[src/rtl/core_seq_r32i.sv]
// core_seq_r32i: multi-cycle RV32I sequencer.
// It steps each instruction through FETCH, DECODE, EXEC, an optional MEM and
// WB. It handshakes with the instruction and data memories and keeps the PC,
// the instruction register and the cycle and retire counters.
// If a memory wait runs too long, or the decoder flags an illegal opcode,
// the core halts in TRAP until reset.
module core_seq_r32i #(
  parameter int               dataW    = 32,
  parameter logic [dataW-1:0] RESET_PC = '0,
  parameter int               TIMEOUT  = 255
) (
  input  logic             clk,
  input  logic             reset,
  output logic             imem_req,
  output logic [dataW-1:0] imem_addr,
  input  logic             imem_ack,
  input  logic [dataW-1:0] imem_rdata,
  output logic [dataW-1:0] ins_out,
  input  logic             reg_write_ctl,
  input  logic             is_load,
  input  logic             is_store,
  input  logic             illegal,
  input  logic [dataW-1:0] pc_next,
  output logic             dmem_req,
  output logic             dmem_we,
  input  logic             dmem_ack,
  output logic             reg_we,
  output logic [dataW-1:0] pc,
  output logic             trap,
  output logic [1:0]       trap_cause,
  output logic [dataW-1:0] cycle_cnt,
  output logic [dataW-1:0] instret_cnt
);

  // The wait counter only has to reach TIMEOUT-1. The TIMEOUT-th unanswered
  // cycle is the one that is checked against that last value.
  localparam int WAIT_W = (TIMEOUT < 2) ? 1 : $clog2(TIMEOUT);
  localparam logic [WAIT_W-1:0] WAIT_LAST = WAIT_W'(TIMEOUT - 1);

  localparam logic [1:0] CAUSE_ILLEGAL = 2'd1;
  localparam logic [1:0] CAUSE_IMEM_TO = 2'd2;
  localparam logic [1:0] CAUSE_DMEM_TO = 2'd3;

  typedef enum logic [2:0] {
    S_FETCH,
    S_DECODE,
    S_EXEC,
    S_MEM,
    S_WB,
    S_TRAP
  } state_t;

  state_t            state_q,   state_d;
  logic [WAIT_W-1:0] wait_q,    wait_d;
  logic [dataW-1:0]  pc_q,      pc_d;
  logic [dataW-1:0]  ir_q,      ir_d;
  logic [1:0]        cause_q,   cause_d;
  logic [dataW-1:0]  cycle_q,   cycle_d;
  logic [dataW-1:0]  instret_q, instret_d;

  // State register. Reset lands in FETCH with everything cleared.
  always_ff @(posedge clk or posedge reset) begin
    if (reset) begin
      state_q   <= S_FETCH;
      wait_q    <= '0;
      pc_q      <= RESET_PC;
      ir_q      <= '0;
      cause_q   <= 2'd0;
      cycle_q   <= '0;
      instret_q <= '0;
    end else begin
      state_q   <= state_d;
      wait_q    <= wait_d;
      pc_q      <= pc_d;
      ir_q      <= ir_d;
      cause_q   <= cause_d;
      cycle_q   <= cycle_d;
      instret_q <= instret_d;
    end
  end

  // Next-state sequencing. In FETCH and MEM an ack is tested before the
  // timeout, so an ack on the final allowed cycle is still accepted.
  always_comb begin
    state_d   = state_q;
    wait_d    = wait_q;
    pc_d      = pc_q;
    ir_d      = ir_q;
    cause_d   = cause_q;
    instret_d = instret_q;
    cycle_d   = (state_q == S_TRAP) ? cycle_q : cycle_q + dataW'(1);
    case (state_q)
      S_FETCH: begin
        if (imem_ack) begin
          ir_d    = imem_rdata;
          state_d = S_DECODE;
        end else if (wait_q == WAIT_LAST) begin
          state_d = S_TRAP;
          cause_d = CAUSE_IMEM_TO;
        end else begin
          wait_d = wait_q + WAIT_W'(1);
        end
      end
      S_DECODE: begin
        if (illegal) begin
          state_d = S_TRAP;
          cause_d = CAUSE_ILLEGAL;
        end else begin
          state_d = S_EXEC;
        end
      end
      S_EXEC: begin
        if (is_load || is_store) begin
          state_d = S_MEM;
          wait_d  = '0;
        end else begin
          state_d = S_WB;
        end
      end
      S_MEM: begin
        if (dmem_ack) begin
          state_d = S_WB;
        end else if (wait_q == WAIT_LAST) begin
          state_d = S_TRAP;
          cause_d = CAUSE_DMEM_TO;
        end else begin
          wait_d = wait_q + WAIT_W'(1);
        end
      end
      S_WB: begin
        pc_d      = pc_next;
        instret_d = instret_q + dataW'(1);
        wait_d    = '0;
        state_d   = S_FETCH;
      end
      S_TRAP: begin
        state_d = S_TRAP;
      end
      default: begin
        state_d = S_FETCH;
      end
    endcase
  end

  // Strobes decode straight from the state, so at most one is high at a
  // time. They are also gated by reset, because reset parks the state in
  // FETCH and would otherwise raise imem_req while reset is still held.
  assign imem_req    = !reset && (state_q == S_FETCH);
  assign dmem_req    = !reset && (state_q == S_MEM);
  assign dmem_we     = dmem_req && is_store;
  assign reg_we      = !reset && (state_q == S_WB) && reg_write_ctl;
  assign imem_addr   = pc_q;
  assign pc          = pc_q;
  assign ins_out     = ir_q;
  assign trap        = (state_q == S_TRAP);
  assign trap_cause  = cause_q;
  assign cycle_cnt   = cycle_q;
  assign instret_cnt = instret_q;

endmodule
[config.mk]
export PLATFORM = sky130hd
export DESIGN_NAME = core_seq_r32i
export DESIGN_NICKNAME = d
export VERILOG_FILES = /design/src/rtl/core_seq_r32i.sv
export SDC_FILE = /design/constraint.sdc
export NUM_CORES = 1
export LEC_CHECK = 0
export CORE_MARGIN = 2
export CORE_UTILIZATION = 45
export CTS_BUF_LIST = sky130_fd_sc_hd__clkbuf_4 sky130_fd_sc_hd__clkbuf_8 sky130_fd_sc_hd__clkbuf_16
export CTS_CLUSTER_SIZE = 8
export DETAILED_ROUTE_END_ITERATION = 8
export PLACE_DENSITY = 0.81
export SLEW_MARGIN = 40
export SYNTH_ARGS = -nofsm -noshare
export SYNTH_HDL_FRONTEND = slang
export SYNTH_SLANG_ARGS = --single-unit
export TNS_END_PERCENT = 50
[constraint.sdc]
create_clock -name clk -period 5.5 [get_ports clk]
set_input_delay 0.55 -clock clk [delete_from_list [all_inputs] [get_ports clk]]
set_output_delay 0.55 -clock clk [all_outputs]
set_load 0.01 [all_outputs]
# Yosys cells after proc, flatten, opt, wreduce, memory -nomap -nowiden
# Index checks and enable logic that the tools add are counted.
# Widths: inputs -> output; s select.
dict set report totals {
  register_bits 141
  output_inout_bits 167
}
dict set report classes {
  eq_ne 12
  n_reduce_logical 13
  n_mux 17
  n_addsub 3
}
# cell n
set ops {}
lappend ops {{$add 32x1->32 const B} 2}
lappend ops {{$mux 8} 4}
lappend ops {{$pmux 8 s4} 1}
lappend ops {{$mux 3} 5}
lappend ops {{$pmux 3 s5} 1}
lappend ops {{$ne 2x2->1 const B} 6}
lappend ops {{$mux 2} 5}
lappend ops {{$add 8x1->8 const B} 1}
lappend ops {{$eq 8x8->1 const B} 1}
lappend ops {{$eq 3x2->1 const B} 2}
lappend ops {{$eq 3x3->1 const B} 2}
lappend ops {{$pmux 2 s3} 1}
lappend ops {{$reduce_and 6->1} 1}
lappend ops {{$logic_and 1x1->1} 5}
lappend ops {{$reduce_and 4->1} 1}
lappend ops {{$reduce_bool 4->1} 1}
lappend ops {{$eq 3x1->1 const B} 1}
lappend ops {{$logic_not 3->1} 1}
lappend ops {{$reduce_bool 3->1} 1}
lappend ops {{$reduce_and 2->1} 1}
lappend ops {{$logic_not 1->1} 1}
lappend ops {{$logic_or 1x1->1} 1}

# Logic depth before layout (Yosys ltp)
# Gate-level depths: netlist (run 1).
dict set report depth {
  depth_word 4
  ltp_mapped 7
  ltp_nobuf 6
}

# Worst setup path before layout (run 1)
# OpenSTA, ideal clock, no wires.
dict set report synth_timing {
  path_type {input to output}
  start {input reset}
  end {output reg_we}
  arrival_time_ns 4.022
  n_path_buf 0
  path_stages 2
  setup_slack_ns 0.928
  cell_sequence {inv_1 > and3_1}
}
dict set report synth_via {
  elab_chain_cells 3
}
# element line
set synth_rtl {}
lappend synth_rtl {{start: declaration} 13} ;# input logic reset,
lappend synth_rtl {{$logic_not 1->1} 151} ;# assign reg_we = !reset && (state_q == S_WB) && reg_write_ctl;
lappend synth_rtl {{$logic_and 1x1->1 (2 in series)} 151}
lappend synth_rtl {{end: declaration} 27} ;# output logic reg_we,
# Every way passes these cells.

# Worst setup path in the final report (run 1)
# Ends and elaborated chain as after synthesis.

==> results.py, run 1 <==
metrics = {
    "sta": {
        "max_freq_mhz": 337,
        "max_slew_violation_count": 0,
        "clock_skew_ns": 0.00706,
        "tns_ns": 0,
        "final-hold-violation-count": 0,
        "final_setup_violations": 0,
        "finalWorstSetupSlack_ns": 2.54,
        "maxSlewHeadroom_pct": 54.1,
        "worstMarginPinSlew_ns": 0.689,
        "period_minus_slack_ns": 2.96,
        "post-route-period-util_pct": 53.9,
        "grt_setup_unrepaired": "false",
    },
    "placed_design": {
        "dpl.cell_count": 905,
        "io_buffer_count": 238,
        "gp_congestion": 0.834,
        "dp_worst_setup_slack_ns": 2.49,
        "hpwl_mm": 11.7,
    },
    "die": {
        "top_level_ports": 239,
        "chipHeight_um": 124,
        "die_area_um2": 15400,
        "start_util_pct": 46.4,
        "die_extent_in_x_um": 124,
        "placeableCoreArea_um2": 14000,
        "rows": 43,
    },
    "routing": {
        "drt_pass1_iterations": 7,
        "route.detailed.vias_per_inst": 5.29,
        "drt_iter0_drc": 322,
        "drc": 0,
        "via_total_after_detailed_routing": 4965,
        "routed_wire_length_per_instance_um": 17.0,
        "drtAntennaViolNets": 0,
        "routed_wl_mm": 15.9,
    },
    "final_layout": {
        "flow.area_growth_from_synthesis_pct": 44.4,
        "post_layout_nonfiller_instances": 938,
        "fraction_of_layout_instances_using_a_drive_strength_above_1_pct": 15.3,
        "antenna_cells_inserted": 0,
        "layout.cells.most_common": "clkdlybuf4s50_1",
        "layout.cells.most_common_list": "clkdlybuf4s50_1 (238), dfrtp_1 (141), mux2_2 (66)",
        "layout.nets": 821,
    },
    "worst_setup_path": {
        "worst_ep_required_time_ns": 4.95,
        "critical_path_peak_fanout": 78,
        "critical_path_class": "in -> out",
        "critPathCaptureType": "primary output",
        "setup.worst_path.start_class": "input port",
        "worst_ep_arrival_time_ns": 2.41,
    },
    "clock_network": {
        "cts_buf_count": 17,
        "clock_insertion_delay_worst_skew_ns": 0.41,
        "ctsLongestPathBuffers": 2,
        "cts_root_buf": "clkbuf_16",
        "post-cts-setup-buffers": 0,
        "clock_tree.htree_level_count": 4,
        "path_clk_slew_ns": 0.06,
        "numClockSinks": 141,
        "tritoncts": "yes",
        "cts.repair.resized": 0,
        "cts_hold_buffers": 0,
    },
    "grt": {
        "antenna_found_initial": 0,
        "vias_in_the_first_global_route": 4883,
        "first_pass_grt_wire_length_mm": 24.5,
        "globalRouteTotalUtil_pct": 20.7,
        "grt_overflow_total": 0,
        "pin_count_of_the_biggest_net_entering_global_routing": 79,
    },
    "outcome": {
        "status": "finished, final reports clean",
    },
    "logic_synthesis": {
        "postSynth.topFlopCell": "dfrtp_1",
        "ys_async_sr_fraction_pct": 100,
        "synth_fp_nets": 614,
        "netlist_instances": 538,
        "synthesis.area_per_instance_um2": 12.1,
        "yosys_warnings": 0,
        "synth_cell_type_count": 51,
        "synthesis.area_um2": 6490,
        "yosysSeqAreaShare_pct": 54.4,
        "synth-edff-count": 0,
        "yosys_register_bits": 141,
    },
    "power_and_ir_drop": {
        "max-vdd-ir-drop_v": 0.000264,
        "power.leakage_nw": 3.95,
        "powerDensity_nw_per_um2": 505,
    },
    "flow_run": {
        "maxCapViolCount": 0,
    },
    "min_path": {
        "timing.hold.worst.class": "reg -> reg",
    },
}
-- state kept, by name (all words and copies together), names as in the netlist --
register and count:
cycle_cnt 32, trap_cause 2, wait_q 8, ins_out 32, state_q 3, imem_addr 32, instret_cnt 32
-- routing by layer --
metal / share of wire (%) / track usage (%) / vias up
met5: 0 / 0 / -
met1: 38 / 23.8 / 2457
met4: 2.5 / 9.97 / 0
met3: 5.7 / 4.53 / 31
met2: 54 / 36.3 / 187
li1: - / - / 2290
-- kinds of logic (layout without fill, tap and decap cells) --
group | after synthesis | count (layout) | synth area share [%]
buf+inv | 61 | 281 | 6.03
mux | 68 | 68 | 11.8
compound gates | 32 | 32 | 3.59
simple gates | 169 | 169 | 15.0
flops | 141 | 141 | 54.4
xor+xnor | 63 | 63 | 8.50
fa+ha+maj | 4 | 4 | 0.771
-- worst max-delay path, cell delays in order --
cell,delay [ns]
clkdlybuf4s50_1,0.50
inv_6,0.52
and3_1,0.26
clkdlybuf4s50_1,0.54
-- synth_stat cells, drive strengths merged, types with 2 or more instances --
cell type	n	area share, %
o31ai	4	0.46
inv	8	0.46
nor3	11	1.0
clkbuf	3	0.17
mux2i	2	0.31
a21oi	4	0.31
buf	50	5.4
and2	6	0.58
xnor2	37	5.0
or3	2	0.19
nor2b	3	0.29
nand2b	3	0.29
nor4	19	2.3
mux2	66	11
o21ai	7	0.54
and4	6	0.81
o32a	2	0.31
ha	4	0.77
nand4	23	2.4
nand3	28	2.2
and3	12	1.2
o21bai	2	0.23
nand2	30	1.7
nor2	17	0.98
or2	4	0.39
xor2	26	3.5
a211oi	3	0.42
dfrtp	141	54
-- path summary, 6_finish.rpt --
| kind | depth (start not counted) | startpoint | slack [ns] | endpoint |
|---|---|---|---|---|
| max in group asynchronous | 3 | reset | 3.80 | ins_out[6] |
| min in group asynchronous | 2 | reset | 0.68 | state_q[2] |
| max reg2reg | 4 | state_q[2] | 3.09 | instret_cnt[18] |
| min | 1 | cycle_cnt[31] | 0.47 | cycle_cnt[31] |
| max | 4 | reset | 2.54 | reg_we |
| min reg2reg | 1 | cycle_cnt[31] | 0.47 | cycle_cnt[31] |
-- cell type report --
| class | instances | area (µm²) |
|---|---|---|
| sequential | 141 | 3530 |
| inverter | 8 | 35.0 |
| fill | 1027 | 4610 |
| multi-input combinational | 336 | 2570 |
| clock inverter | 14 | 171 |
| tap | 180 | 225 |
| clock buffer | 18 | 433 |
| timing repair buffer | 241 | 2410 |
-- report_power, final --
part | leakage (nW) | switching [mW] | internal (mW)
Sequential | 1.78 | 0.289 | 1.36
Clock | 0.289 | 0.429 | 0.718
Combinational | 1.88 | 0.766 | 1.17
-- metrics by stage --
step	hold slack, ns	total power, mW	util (%)	area, µm²
2_1_floorplan	0.472	2.72	-	6490
3_3_place_gp	0.458	3.56	62.6	8760
3_5_place_dp	0.461	3.62	62.6	8760
4_1_cts	0.473	4.78	66.9	9370
5_1_grt	0.488	5.02	67.0	9370
6_report	0.474	4.74	67.0	9370
Power figures use the tool's default switching activity.
==> run 2, diff against run 1 <==
==> constraint.sdc (replaced) <==
create_clock -name clk -period 3 [get_ports clk]
set_input_delay 0.3 -clock clk [delete_from_list [all_inputs] [get_ports clk]]
set_output_delay 0.3 -clock clk [all_outputs]
set_load 0.01 [all_outputs]
==> results.py, run 2 (same netlist as run 1, synthesis figures left out) <==
metrics = {
    "routing": {
        "via_total_after_detailed_routing": 4998,
        "drc": 0,
        "routed_wl_mm": 16.7,
        "routed_wire_length_per_instance_um": 17.7,
        "drtAntennaViolNets": 0,
        "drt_pass1_iterations": 5,
        "route.detailed.vias_per_inst": 5.32,
        "drt_iter0_drc": 234,
    },
    "die": {
        "top_level_ports": 239,
        "die_area_um2": 15400,
        "start_util_pct": 46.4,
        "rows": 43,
        "chipHeight_um": 124,
        "die_extent_in_x_um": 124,
        "placeableCoreArea_um2": 14000,
    },
    "power_and_ir_drop": {
        "powerDensity_nw_per_um2": 930,
        "max-vdd-ir-drop_v": 0.000528,
        "power.leakage_nw": 3.97,
    },
    "clock_network": {
        "clock_insertion_delay_worst_skew_ns": 0.42,
        "path_clk_slew_ns": 0.06,
        "cts_hold_buffers": 0,
        "tritoncts": "yes",
        "cts_buf_count": 17,
        "ctsLongestPathBuffers": 2,
        "clock_tree.htree_level_count": 4,
        "cts_root_buf": "clkbuf_16",
        "numClockSinks": 141,
        "cts.repair.resized": 0,
        "post-cts-setup-buffers": 0,
    },
    "sta": {
        "grt_setup_unrepaired": "false",
        "max_freq_mhz": 398,
        "maxSlewHeadroom_pct": 55.8,
        "final_setup_violations": 0,
        "final-hold-violation-count": 0,
        "clock_skew_ns": 0.0104,
        "tns_ns": 0,
        "timing.hold.ws_ns": 0.481,
        "post-route-period-util_pct": 83.8,
        "period_minus_slack_ns": 2.51,
        "worstMarginPinSlew_ns": 0.663,
        "max_slew_violation_count": 0,
        "finalWorstSetupSlack_ns": 0.486,
    },
    "final_layout": {
        "layout.core_utilization_pct": 67.1,
        "layout.cells.most_common_list": "clkdlybuf4s50_1 (238), dfrtp_1 (141), mux2_2 (66)",
        "seqCellArea_um2": 3530,
        "antenna_cells_inserted": 0,
        "layout.nets": 823,
        "layout.cells.most_common": "clkdlybuf4s50_1",
        "multi_input_comb_area_um2": 2570,
        "nFillCells": 1032,
        "flow.area_growth_from_synthesis_pct": 44.7,
        "fin_area_um2": 9390,
        "fraction_of_layout_instances_using_a_drive_strength_above_1_pct": 15.5,
    },
    "placed_design": {
        "hpwl_mm": 12.2,
        "io_buffer_count": 238,
        "post_dp_cell_area_um2": 8780,
        "dp_worst_setup_slack_ns": 0.722,
        "gp_congestion": 0.822,
    },
    "flow_run": {
        "maxCapViolCount": 0,
    },
    "grt": {
        "use_met3_pct": 4.58,
        "global_route.usage.met1_pct": 24.5,
        "global_route.usage.met2_pct": 36.7,
        "globalRoute.busiestLayer": "met2",
        "vias_in_the_first_global_route": 4887,
        "first_pass_grt_wire_length_mm": 24.8,
        "globalRouteTotalUtil_pct": 21.0,
        "pin_count_of_the_biggest_net_entering_global_routing": 75,
        "antenna_found_initial": 0,
        "grt_overflow_total": 0,
    },
    "worst_setup_path": {
        "crit_family": "flip-flops",
        "critPathBufInv": 1,
        "critPathSlowestCell": "dfrtp_1",
        "critical_path_class": "reg -> out",
        "crit_chain": "nor2b_1, and2_1, and3_1, clkdlybuf4s50_1",
        "timing.critical_path.slowest_cell_delay_ns": 0.66,
        "critPathCaptureType": "primary output",
        "worst_ep_required_time_ns": 2.70,
        "setup.worst_path.start_class": "flop",
        "worst_ep_arrival_time_ns": 2.21,
        "critical_path_peak_fanout": 17,
    },
    "outcome": {
        "status": "finished, final reports clean",
    },
    "min_path": {
        "timing.hold.worst.class": "reg -> reg",
    },
}
## run 2: power breakdown
group	leakage (nW)	total [mW]	internal, mW	switching (mW)
Clock	0.301	2.09	1.35	0.741
Combinational	1.88	3.60	2.15	1.44
Sequential	1.78	3.04	2.50	0.534
## run 2: final timing paths
| check | startpoint | endpoint | slack [ns] | depth (start not counted) |
|---|---|---|---|---|
| worst min register to register | instret_cnt[31] | instret_cnt[31] | 0.48 | 1 |
| worst min-delay path | instret_cnt[31] | instret_cnt[31] | 0.48 | 1 |
| worst max-delay path | state_q[2] | reg_we | 0.49 | 4 |
| min in group asynchronous | reset | cycle_cnt[16] | 0.57 | 3 |
| max in group asynchronous | reset | cycle_cnt[2] | 1.94 | 3 |
| worst max register to register | state_q[2] | cycle_cnt[18] | 0.68 | 4 |
## run 2: stage by stage
step           power (mW)  instances
4_1_cts              8.82        940
2_1_floorplan        4.99        538
3_5_place_dp         6.69        908
6_report             8.73        940
5_1_grt              9.24        940
3_3_place_gp         6.54        908
## run 2: worst reg2reg max path, cell delays in order, from the launching register on
cell and delay (ns):
dfrtp_1 0.56, nand3b_1 0.43, nand4_1 0.52, or3_1 0.54
xnor2_1 0.14
## run 2: layer usage
metal	wire [µm]	up-vias
li1	-	2303
met1	6640	2460
met2	8680	194
met3	877	41
met4	471	0
met5	0	-
## run 2: final cells by class
| class | instances | share of cell area, % |
|---|---|---|
| clock buffers | 26 | 5.52 |
| clock inverters | 6 | 0.880 |
| inverters | 8 | 0.360 |
| multi-input cells | 336 | 27.4 |
| flip-flops and latches | 141 | 37.6 |
| well taps | 180 | 2.40 |
| repair buffers | 243 | 25.9 |
==> run 3, diff against run 2 <==
==> constraint.sdc (replaced) <==
create_clock -name clk -period 2.4 [get_ports clk]
set_input_delay 0.24 -clock clk [delete_from_list [all_inputs] [get_ports clk]]
set_output_delay 0.24 -clock clk [all_outputs]
set_load 0.01 [all_outputs]
==> results.py, run 3 (same netlist as run 1, synthesis figures left out) <==
metrics = {
    "sta": {
        "post-route-period-util_pct": 95.6,
        "final_setup_violations": 0,
        "finalWorstSetupSlack_ns": 0.105,
        "max_slew_violation_count": 0,
        "tns_ns": 0,
        "worstMarginPinSlew_ns": 0.623,
        "final-hold-violation-count": 0,
        "clock_skew_ns": 0.00952,
        "grt_setup_unrepaired": "false",
        "max_freq_mhz": 436,
        "period_minus_slack_ns": 2.30,
        "maxSlewHeadroom_pct": 58.2,
    },
    "power_and_ir_drop": {
        "powerDensity_nw_per_um2": 1160,
        "power.share.sequential_pct": 34.2,
        "total_switching_power_mw": 3.42,
        "power.leakage_nw": 4.00,
        "max-vdd-ir-drop_v": 0.000682,
        "intPower_mw": 7.54,
        "power.share.combinational_pct": 42.2,
        "swShare_pct": 31.2,
        "p_clk_share_pct": 23.6,
    },
    "routing": {
        "drt_pass1_iterations": 4,
        "routed_wire_length_per_instance_um": 17.0,
        "drtAntennaViolNets": 0,
        "routed_wl_mm": 16.1,
        "drt_iter0_drc": 255,
        "route.detailed.vias_per_inst": 5.22,
        "via_total_after_detailed_routing": 4939,
        "drc": 0,
    },
    "grt": {
        "antenna_found_initial": 0,
        "globalRouteTotalUtil_pct": 20.9,
        "first_pass_grt_wire_length_mm": 25.0,
        "grt_overflow_total": 0,
        "vias_in_the_first_global_route": 4962,
        "pin_count_of_the_biggest_net_entering_global_routing": 142,
    },
    "die": {
        "die_area_um2": 15400,
        "start_util_pct": 46.4,
        "placeableCoreArea_um2": 14000,
        "chipHeight_um": 124,
        "top_level_ports": 239,
        "die_extent_in_x_um": 124,
        "rows": 43,
    },
    "final_layout": {
        "layout.cells.most_common": "clkdlybuf4s50_1",
        "nFillCells": 1033,
        "antenna_cells_inserted": 0,
        "layout.cells.most_common_list": "clkdlybuf4s50_1 (238), dfrtp_1 (139), mux2_2 (66)",
        "layout.core_utilization_pct": 67.8,
        "layout.nets": 830,
        "flow.area_growth_from_synthesis_pct": 46.1,
        "fraction_of_layout_instances_using_a_drive_strength_above_1_pct": 16.7,
    },
    "min_path": {
        "timing.hold.worst.class": "in -> async",
    },
    "worst_setup_path": {
        "critPathCaptureType": "primary output",
        "reg2reg_from": "state_q[1]",
        "critical_path_peak_fanout": 10,
        "critical_path_class": "reg -> out",
        "timing.critical_path.slowest_cell_delay_ns": 0.56,
        "setup.worst_path.start_class": "flop",
        "startpoint": "state_q[0]",
        "worst_ep_arrival_time_ns": 2.06,
        "worst_ep_required_time_ns": 2.16,
        "crit_chain": "buf_4, clkinvlp_4, and2_1, and3_1, clkdlybuf4s50_1",
        "critPathSlowestCell": "clkdlybuf4s50_1",
    },
    "placed_design": {
        "io_buffer_count": 238,
        "hpwl_mm": 11.8,
        "dp_worst_setup_slack_ns": 0.299,
        "gp_congestion": 0.844,
    },
    "clock_network": {
        "tritoncts": "yes",
        "cts_hold_buffers": 0,
        "clock_tree.htree_level_count": 4,
        "ctsLongestPathBuffers": 2,
        "numClockSinks": 141,
        "cts_buf_count": 17,
        "cts_root_buf": "clkbuf_16",
        "clock_insertion_delay_worst_skew_ns": 0.41,
        "path_clk_slew_ns": 0.06,
    },
    "flow_run": {
        "maxCapViolCount": 0,
    },
    "outcome": {
        "status": "finished, final reports clean",
    },
}
run 3: changes by cell type in the layout (fill, tap and decap cells not counted), moves of 2 or more:
cell / delta
clkinvlp_4: +2
dfrtp_1: -2
clkbuf_4: -3
buf_12: +2
dfrtp_2: +2
buf_6: -2
buf_4: +6
run 3: stage by stage:
stage / hold WS (ns) / area (µm²) / power (mW) / cells
floorplan: 0.390 / 6490 / 6.24 / 538
global placement: 0.463 / 8830 / 8.25 / 911
detailed placement: 0.466 / 8830 / 8.39 / 911
CTS: 0.427 / 9430 / 11.0 / 943
global route: 0.343 / 9480 / 11.6 / 947
finish: 0.323 / 9480 / 11.0 / 947
run 3: timing repair:
item / 4_1_cts / 5_1_grt
buffers inserted: 0 / 3
gates resized for setup: 2 / 2
cloned: 0 / 0
endpoints found under the hold margin: 0 / 0
endpoints found under the setup margin: 2 / 4
run 3: path summary, 6_finish.rpt:
path | endpoint | slack (ns) | depth (start not counted)
min reg2reg | instret_cnt[31] | 0.47 | 1
min | state_q[2] | 0.32 | 3
max reg2reg | instret_cnt[6] | 0.32 | 5
max in group asynchronous | imem_addr[30] | 1.31 | 4
min in group clk | imem_addr[18] | 0.44 | 2
max | reg_we | 0.10 | 5
run 3: area by class of cell:
type	count	area [µm²]	share of cell area [%]
flip-flops and latches	141	3530	37.2
multi-input cells	336	2570	27.2
repair buffers	250	2520	26.6
clock buffers	22	482	5.08
well taps	180	225	2.38
clock inverters	10	113	1.19
inverters	8	37.5	0.396
run 3: per-layer routing:
metal	vias to the layer above	track usage [%]	share of wire, %
met3	27	5.45	6.6
met4	0	7.09	1.9
met1	2415	25.8	40
met2	190	35.8	52
li1	2307	-	-
met5	-	0	0
run 3: power groups by stage:
stage                     combinational (mW)  sequential (mW)  clock, mW
after global routing                    4.99             3.86       2.76
after detailed placement                4.61             3.78          0
final                                   4.62             3.75       2.59
after floorplan                         2.28             3.96          0
after global placement                  4.53             3.72          0
after CTS                               4.64             3.75       2.64
run 3: worst max-delay path, delay by kind of cell, from the launching register on:
| kind | cells | cell delay, ns |
|---|---|---|
| buffers and inverters | 3 | 0.86 |
| DFF | 1 | 0.46 |
| and+or+nand+nor | 2 | 0.31 |
